$ cat src/rtl/hd63701_sci.sv
// HD63701 serial communication interface: RMCR/TRCSR/RDR/TDR register block
// with an 8N1 transmitter and a mid-bit sampling receiver.
module hd63701_sci #(
    parameter logic [15:0] BASE = 16'h0010
) (
    input  logic        mcu_clx2,
    input  logic        mcu_rst,
    input  logic [15:0] mcu_ad,
    input  logic        mcu_wr,
    input  logic        mcu_rd,
    input  logic [7:0]  mcu_do,
    output logic        en_sci,
    output logic [7:0]  scid,
    output logic        sci_irq,
    input  logic        rxd,
    output logic        txd
);

    typedef enum logic [1:0] {TX_IDLE, TX_START, TX_DATA, TX_STOP} tx_state_t;
    typedef enum logic [1:0] {RX_IDLE, RX_START, RX_DATA, RX_STOP} rx_state_t;

    logic [15:0] offset;
    logic        wr_rmcr, wr_trcsr, wr_tdr;
    logic        rd_trcsr, rd_rdr, rd_clear;

    logic [3:0]  rmcr;
    logic [4:0]  ctl;
    logic        rie, re, tie, te;
    logic [7:0]  rdr, tdr;
    logic        rdrf, orfe, tdre, arm;

    logic [12:0] per_m1, half_m1;

    tx_state_t   tx_state, tx_next;
    logic [12:0] tx_cnt;
    logic [2:0]  tx_bit;
    logic [7:0]  tx_sh;
    logic        tx_end, tx_load, tx_restart, tx_shift, tx_bit_clr;

    rx_state_t   rx_state, rx_next;
    logic [12:0] rx_cnt;
    logic [2:0]  rx_bit;
    logic [7:0]  rx_sh;
    logic        rx_sync1, rx_s, rx_prev, rx_fall, rx_end;
    logic        rx_restart, rx_restart_half, rx_sample, rx_bit_clr, rx_done;
    logic        rx_load, rx_err;

    // Address decode: the subtraction wraps, so one range test covers BASE..BASE+3.
    assign offset   = mcu_ad - BASE;
    assign en_sci   = (offset[15:2] == '0);
    assign wr_rmcr  = mcu_wr & en_sci & (offset[1:0] == 2'd0);
    assign wr_trcsr = mcu_wr & en_sci & (offset[1:0] == 2'd1);
    assign wr_tdr   = mcu_wr & en_sci & (offset[1:0] == 2'd3);
    assign rd_trcsr = mcu_rd & en_sci & (offset[1:0] == 2'd1);
    assign rd_rdr   = mcu_rd & en_sci & (offset[1:0] == 2'd2);
    assign rd_clear = rd_rdr & arm;

    assign rie = ctl[4];
    assign re  = ctl[3];
    assign tie = ctl[2];
    assign te  = ctl[1];

    always_comb begin
        scid = '0;
        if (en_sci) begin
            case (offset[1:0])
                2'd0:    scid = {4'h0, rmcr};
                2'd1:    scid = {rdrf, orfe, tdre, ctl};
                2'd2:    scid = rdr;
                default: scid = tdr;
            endcase
        end
    end

    assign sci_irq = (rie & (rdrf | orfe)) | (tie & tdre);

    always_comb begin
        case (rmcr[1:0])
            2'd0:    begin per_m1 = 13'd31;   half_m1 = 13'd15;   end
            2'd1:    begin per_m1 = 13'd255;  half_m1 = 13'd127;  end
            2'd2:    begin per_m1 = 13'd2047; half_m1 = 13'd1023; end
            default: begin per_m1 = 13'd8191; half_m1 = 13'd4095; end
        endcase
    end

    always_ff @(posedge mcu_clx2 or posedge mcu_rst) begin
        if (mcu_rst) begin
            rmcr <= '0;
            ctl  <= '0;
            rdr  <= '0;
            tdr  <= '0;
            rdrf <= 1'b0;
            orfe <= 1'b0;
            tdre <= 1'b1;
            arm  <= 1'b0;
        end else begin
            if (wr_rmcr)  rmcr <= mcu_do[3:0];
            if (wr_trcsr) ctl  <= mcu_do[4:0];
            if (wr_tdr)   tdr  <= mcu_do;
            if (rx_load)  rdr  <= rx_sh;
            // Flag sets take priority over same-cycle clears.
            if (tx_load)     tdre <= 1'b1;
            else if (wr_tdr) tdre <= 1'b0;
            if (rx_load)       rdrf <= 1'b1;
            else if (rd_clear) rdrf <= 1'b0;
            if (rx_err)        orfe <= 1'b1;
            else if (rd_clear) orfe <= 1'b0;
            if (rd_rdr)                       arm <= 1'b0;
            else if (rd_trcsr & (rdrf | orfe)) arm <= 1'b1;
        end
    end

    assign tx_end = (tx_cnt == '0);

    always_comb begin
        tx_next    = tx_state;
        tx_load    = 1'b0;
        tx_restart = 1'b0;
        tx_shift   = 1'b0;
        tx_bit_clr = 1'b0;
        txd        = 1'b1;
        case (tx_state)
            TX_IDLE: begin
                if (te && !tdre) begin
                    tx_next    = TX_START;
                    tx_load    = 1'b1;
                    tx_restart = 1'b1;
                end
            end
            TX_START: begin
                txd = 1'b0;
                if (tx_end) begin
                    tx_next    = TX_DATA;
                    tx_restart = 1'b1;
                    tx_bit_clr = 1'b1;
                end
            end
            TX_DATA: begin
                txd = tx_sh[0];
                if (tx_end) begin
                    tx_restart = 1'b1;
                    if (tx_bit == 3'd7) tx_next  = TX_STOP;
                    else                tx_shift = 1'b1;
                end
            end
            default: begin
                if (tx_end) begin
                    if (te && !tdre) begin
                        tx_next    = TX_START;
                        tx_load    = 1'b1;
                        tx_restart = 1'b1;
                    end else begin
                        tx_next = TX_IDLE;
                    end
                end
            end
        endcase
    end

    always_ff @(posedge mcu_clx2 or posedge mcu_rst) begin
        if (mcu_rst) begin
            tx_state <= TX_IDLE;
            tx_cnt   <= '0;
            tx_bit   <= '0;
            tx_sh    <= '0;
        end else begin
            tx_state <= tx_next;
            if (tx_restart)   tx_cnt <= per_m1;
            else if (!tx_end) tx_cnt <= tx_cnt - 13'd1;
            if (tx_load) tx_sh <= tdr;
            if (tx_bit_clr) begin
                tx_bit <= '0;
            end else if (tx_shift) begin
                tx_sh  <= {1'b0, tx_sh[7:1]};
                tx_bit <= tx_bit + 3'd1;
            end
        end
    end

    always_ff @(posedge mcu_clx2 or posedge mcu_rst) begin
        if (mcu_rst) begin
            rx_sync1 <= 1'b1;
            rx_s     <= 1'b1;
            rx_prev  <= 1'b1;
        end else begin
            rx_sync1 <= rxd;
            rx_s     <= rx_sync1;
            rx_prev  <= rx_s;
        end
    end

    assign rx_fall = rx_prev & ~rx_s;
    assign rx_end  = (rx_cnt == '0);

    always_comb begin
        rx_next         = rx_state;
        rx_restart      = 1'b0;
        rx_restart_half = 1'b0;
        rx_sample       = 1'b0;
        rx_bit_clr      = 1'b0;
        rx_done         = 1'b0;
        if (!re) begin
            rx_next = RX_IDLE;
        end else begin
            case (rx_state)
                RX_IDLE: begin
                    if (rx_fall) begin
                        rx_next         = RX_START;
                        rx_restart_half = 1'b1;
                    end
                end
                RX_START: begin
                    if (rx_end) begin
                        if (rx_s) begin
                            rx_next = RX_IDLE;
                        end else begin
                            rx_next    = RX_DATA;
                            rx_restart = 1'b1;
                            rx_bit_clr = 1'b1;
                        end
                    end
                end
                RX_DATA: begin
                    if (rx_end) begin
                        rx_sample  = 1'b1;
                        rx_restart = 1'b1;
                        if (rx_bit == 3'd7) rx_next = RX_STOP;
                    end
                end
                default: begin
                    if (rx_end) begin
                        rx_done = 1'b1;
                        rx_next = RX_IDLE;
                    end
                end
            endcase
        end
    end

    assign rx_load = rx_done & rx_s & ~rdrf;
    assign rx_err  = rx_done & (~rx_s | rdrf);

    always_ff @(posedge mcu_clx2 or posedge mcu_rst) begin
        if (mcu_rst) begin
            rx_state <= RX_IDLE;
            rx_cnt   <= '0;
            rx_bit   <= '0;
            rx_sh    <= '0;
        end else begin
            rx_state <= rx_next;
            if (rx_restart_half) rx_cnt <= half_m1;
            else if (rx_restart) rx_cnt <= per_m1;
            else if (!rx_end)    rx_cnt <= rx_cnt - 13'd1;
            if (rx_bit_clr) begin
                rx_bit <= '0;
            end else if (rx_sample) begin
                rx_sh  <= {rx_s, rx_sh[7:1]};
                rx_bit <= rx_bit + 3'd1;
            end
        end
    end

endmodule
$ cat config.mk
export PLATFORM = sky130hd
export DESIGN_NAME = hd63701_sci
export DESIGN_NICKNAME = d
export VERILOG_FILES = /design/src/rtl/hd63701_sci.sv
export SDC_FILE = /design/constraint.sdc
export NUM_CORES = 1
export LEC_CHECK = 0
export ABC_AREA = 1
export ABC_CLOCK_PERIOD_IN_PS = 6950
export BUFFER_PORTS_ARGS = -buffer_cell sky130_fd_sc_hd__buf_2
export CAP_MARGIN = 10
export CORE_MARGIN = 4
export CORE_UTILIZATION = 35
export CTS_BUF_LIST = sky130_fd_sc_hd__clkbuf_2 sky130_fd_sc_hd__clkbuf_4 sky130_fd_sc_hd__clkbuf_8
export DETAILED_ROUTE_END_ITERATION = 8
export HOLD_SLACK_MARGIN = 0.05
export SLEW_MARGIN = 10
export SYNTH_ARGS = -nofsm -noshare
export SYNTH_HDL_FRONTEND = slang
export SYNTH_SLANG_ARGS = --single-unit
$ cat constraint.sdc
create_clock -name mcu_clx2 -period 6.95 [get_ports mcu_clx2]
set_clock_uncertainty 0.15 [all_clocks]
set_input_delay 0.3475 -clock mcu_clx2 [delete_from_list [all_inputs] [get_ports mcu_clx2]]
set_output_delay 0.3475 -clock mcu_clx2 [all_outputs]
set_load 0.02 [all_outputs]
==> flow_results.xml <==
<?xml version="1.0" encoding="UTF-8"?>
<metrics>
  <group name="run">
    <metric name="maxCapViolCount" unit="">0</metric>
  </group>
  <group name="die">
    <metric name="die_w" unit="µm">122.7</metric>
    <metric name="number_of_primary_i_o_pins" unit="">40</metric>
    <metric name="die_y" unit="µm">122.7</metric>
    <metric name="start_util" unit="%">36.08</metric>
    <metric name="design.die.area" unit="µm²">15070</metric>
    <metric name="core.rowCount" unit="">41</metric>
    <metric name="core_region_area" unit="µm²">12770</metric>
  </group>
  <group name="timing">
    <metric name="slew_headroom" unit="%">51.16</metric>
    <metric name="worst_pin_slew" unit="ns">0.7326</metric>
    <metric name="totalNegativeSetupSlack" unit="ns">0</metric>
    <metric name="report.final.setup_viol" unit="">0</metric>
    <metric name="top_achievable_clock_speed" unit="MHz">419.2</metric>
    <metric name="fin_worst_hold_slack" unit="ns">0.07201</metric>
    <metric name="timing_hold_violations_final" unit="">0</metric>
    <metric name="grt_setup_unrepaired" unit="">no</metric>
    <metric name="maxSlewViolCount" unit="">0</metric>
    <metric name="timing.final.crit_period" unit="ns">2.385</metric>
    <metric name="post-route-period-util" unit="%">34.32</metric>
  </group>
  <group name="yosys">
    <metric name="postSynthNetCount" unit="">610</metric>
    <metric name="syn_warnings" unit="">0</metric>
    <metric name="portion_of_the_post_synthesis_area_used_by_sequential_elements" unit="%">45.72</metric>
    <metric name="post_synth_inst_count" unit="">566</metric>
    <metric name="syn-mean-instance-area" unit="µm²">8.142</metric>
    <metric name="synthFlopType" unit="">dfrtp_1</metric>
    <metric name="postSynthRegisterBits" unit="">84</metric>
    <metric name="synth-edff-count" unit="">0</metric>
    <metric name="synth_cell_type_count" unit="">43</metric>
    <metric name="synth-async-reset-ratio" unit="%">100.0</metric>
    <metric name="netlist_area_before_placement" unit="µm²">4608</metric>
  </group>
  <group name="setup_path">
    <metric name="worst_setup_path_end_kind" unit="">register</metric>
    <metric name="timing.setup.critical_path_class" unit="">reg2reg</metric>
    <metric name="worst_setup_path_startpoint" unit="">tx_cnt[0]</metric>
    <metric name="timing.critical_path.required" unit="ns">7.08</metric>
    <metric name="setup.worst_path.start_class" unit="">register</metric>
    <metric name="timing.critical_path.fanout_max" unit="">14</metric>
    <metric name="timing.rr.start" unit="">tx_cnt[0]</metric>
    <metric name="worst_ep_arrival_time" unit="ns">2.52</metric>
  </group>
  <group name="detailed_routing">
    <metric name="num_vias" unit="">3731</metric>
    <metric name="drtAntennaViolNets" unit="">0</metric>
    <metric name="initialDrtViolationCount" unit="">188</metric>
    <metric name="post-route-drc-count" unit="">0</metric>
    <metric name="detail_route.first_pass.iterations" unit="">4</metric>
    <metric name="avgRoutedWirePerCell" unit="µm">12.34</metric>
    <metric name="drt_wl_total" unit="µm">9759</metric>
    <metric name="vias_per_cell" unit="">4.717</metric>
  </group>
  <group name="finish">
    <metric name="utilization_after_layout" unit="%">40.84</metric>
    <metric name="antenna_diodes" unit="">0</metric>
    <metric name="nNetsFinal" unit="">658</metric>
    <metric name="layout.filler_cells" unit="">1305</metric>
    <metric name="drive_gt1_share" unit="%">15.67</metric>
    <metric name="areaGrowthSynthToFinish" unit="%">13.20</metric>
  </group>
  <group name="grt">
    <metric name="grt_start_max_net_pins" unit="">58</metric>
    <metric name="gr-max-usage-layer" unit="">met2</metric>
    <metric name="grt_util_met3" unit="%">3.226</metric>
    <metric name="globalRouteOverflowTotal" unit="">0</metric>
    <metric name="grt_first_pass_wirelength" unit="µm">17240</metric>
    <metric name="groute.layer.met1.usage" unit="%">18.41</metric>
    <metric name="globalRouteTotalUtil" unit="%">14.08</metric>
    <metric name="antenna_found_initial" unit="">0</metric>
    <metric name="first_global_vias" unit="">3862</metric>
    <metric name="globalRouteMet2Util" unit="%">23.51</metric>
  </group>
  <group name="clock_network">
    <metric name="numClockSinks" unit="">84</metric>
    <metric name="tritoncts.num_buffers" unit="">9</metric>
    <metric name="cts-root-to-sink-buffers" unit="">2</metric>
    <metric name="insertion_delay" unit="ns">0.36</metric>
    <metric name="post_cts_buffers" unit="">0</metric>
    <metric name="cts_tree" unit="">built</metric>
    <metric name="clock_pin_slew_reported_for_the_worst_setup_and_hold_paths_after_clock_tree_synthesis" unit="ns">0.09</metric>
    <metric name="cts_root_buf" unit="">clkbuf_8</metric>
    <metric name="cts_max_level" unit="">3</metric>
  </group>
  <group name="worst_hold_path">
    <metric name="hp-start" unit="">mcu_do[5]</metric>
    <metric name="min-delay-path-class" unit="">in2reg</metric>
  </group>
  <group name="placed_design">
    <metric name="port-buffer-count" unit="">39</metric>
    <metric name="dp_hpwl" unit="µm">7417</metric>
    <metric name="place.gp.congestion" unit="">0.8015</metric>
  </group>
  <group name="power_and_ir_drop">
    <metric name="power_density" unit="nW/µm²">246.9</metric>
    <metric name="static-leakage-power" unit="nW">2.496</metric>
    <metric name="irDropWorstVdd" unit="µV">116.1</metric>
  </group>
  <group name="run_status">
    <metric name="run_status" unit="">completed</metric>
  </group>
</metrics>
==> synth_stat cells, types with 2 or more instances <==
master / n / area (µm²)
nor3_1: 7 / 35.03
a21boi_0: 2 / 15.01
o21ai_0: 24 / 120.1
dfrtp_1: 80 / 2002
nor2_1: 47 / 176.4
nand2_2: 7 / 43.79
buf_2: 3 / 15.01
a22o_1: 5 / 43.79
inv_1: 82 / 307.8
o31ai_1: 3 / 22.52
nand2_1: 146 / 548.0
o211ai_1: 5 / 37.54
a221oi_1: 4 / 35.03
ha_1: 15 / 187.7
nor2_4: 4 / 45.04
o21ai_1: 24 / 120.1
xor2_1: 14 / 122.6
nor2_2: 3 / 18.77
o21ai_2: 9 / 78.83
nand4_1: 3 / 18.77
a31oi_1: 7 / 43.79
nand3_4: 4 / 70.07
nand3_1: 26 / 130.1
a21oi_1: 18 / 90.09
inv_2: 2 / 7.510
nand3_2: 2 / 20.02
dfstp_2: 4 / 105.1
==> registers in the layout, summed over array words and instances, names as in the netlist, 2 cells and up <==
name,count
tx_cnt,13
rx_bit,3
rx_state,2
ctl,5
tx_bit,3
rdr,8
rx_cnt,13
rmcr,4
rx_sh,8
tdr,8
tx_state,2
tx_sh,8
==> cell families (layout without fill, tap and decap cells) <==
family / Yosys count / after routing / share of synthesized area (%)
compound gates: 105 / 105 / 13.85
xor+xnor: 15 / 15 / 2.851
fa+ha+maj: 15 / 15 / 4.073
buf+inv: 90 / 143 / 7.575
flops: 84 / 84 / 45.72
simple gates: 257 / 257 / 25.93
==> final timing paths <==
check | end | slack, ns | cells after the start
max | tx_cnt[3] | 4.56 | 10
min | tdr[5] | 0.07 | 3
max reg2reg | tx_cnt[3] | 4.56 | 10
min reg2reg | rx_s | 0.21 | 0
max in group asynchronous | tx_cnt[9] | 5.16 | 4
min in group asynchronous | tx_cnt[0] | 0.38 | 3
==> final cells by class <==
class                           count  area, µm²  share of cell area (%)
Timing Repair Buffer               42      222.7                   4.270
Clock inverter                      7      75.07                   1.439
Clock buffer                        9      123.9                   2.375
Sequential cell                    84       2107                   40.39
Multi-Input combinational cell    392       2152                   41.26
Inverter                           85      320.3                   6.141
Tap cell                          172      215.2                   4.126
==> cells in the final DEF (no fill, tap or decap), types with 4 or more instances in the layout <==
| cell | Yosys | final |
|---|---|---|
| nand2_1 | 146 | 146 |
| inv_1 | 82 | 81 |
| dfrtp_1 | 80 | 80 |
| nor2_1 | 47 | 47 |
| buf_2 | 3 | 39 |
| nand3_1 | 26 | 26 |
| o21ai_1 | 24 | 24 |
| o21ai_0 | 24 | 24 |
| a21oi_1 | 18 | 18 |
| ha_1 | 15 | 15 |
| xor2_1 | 14 | 14 |
| o21ai_2 | 9 | 9 |
| clkbuf_8 | 0 | 9 |
| nand2_2 | 7 | 7 |
| nor3_1 | 7 | 7 |
| a31oi_1 | 7 | 7 |
| o211ai_1 | 5 | 5 |
| a22o_1 | 5 | 5 |
| nor2_4 | 4 | 4 |
| nand3_4 | 4 | 4 |
| a221oi_1 | 4 | 4 |
| dfstp_2 | 4 | 4 |
==> repair_timing <==
item / 4_1_cts / 5_1_grt
resized for setup: 0 / 0
endpoints found under the hold margin: 27 / 0
hold buffers: 2 / 0
==> worst max-delay path: stages, from the launching register on <==
cell and delay [ns]:
dfrtp_1 0.42, inv_1 0.08, ha_1 0.19, nand3_1 0.20, nor2_4 0.21, nand2_1 0.14, o21ai_2 0.17, nand2_1 0.31
inv_2 0.18, nor2_1 0.12, a21oi_1 0.14
==> per-stage QoR <==
step	worst slack (ns)	cell area, µm²	power [mW]	std cells
3_3_place_gp	4.650	4997	0.9326	773
2_1_floorplan	4.294	4608	0.8680	566
6_report	4.565	5216	1.288	791
4_1_cts	4.544	5216	1.304	791
5_1_grt	4.323	5216	1.386	791
3_5_place_dp	4.570	4997	0.9425	773
==> report_power, final <==
| part | internal, mW | total [mW] | switching [mW] |
|---|---|---|---|
| Combinational | 0.131 | 0.318 | 0.187 |
| Clock | 0.169 | 0.354 | 0.185 |
| Sequential | 0.563 | 0.616 | 0.0528 |
==> layer usage <==
layer | vias to the layer above | part of all wire (%)
met5 | - | 0
met4 | 0 | 1.1
met3 | 9 | 2.5
met2 | 36 | 47
met1 | 1764 | 49
li1 | 1922 | -
Note: power is estimated with default switching activity, not from simulation.
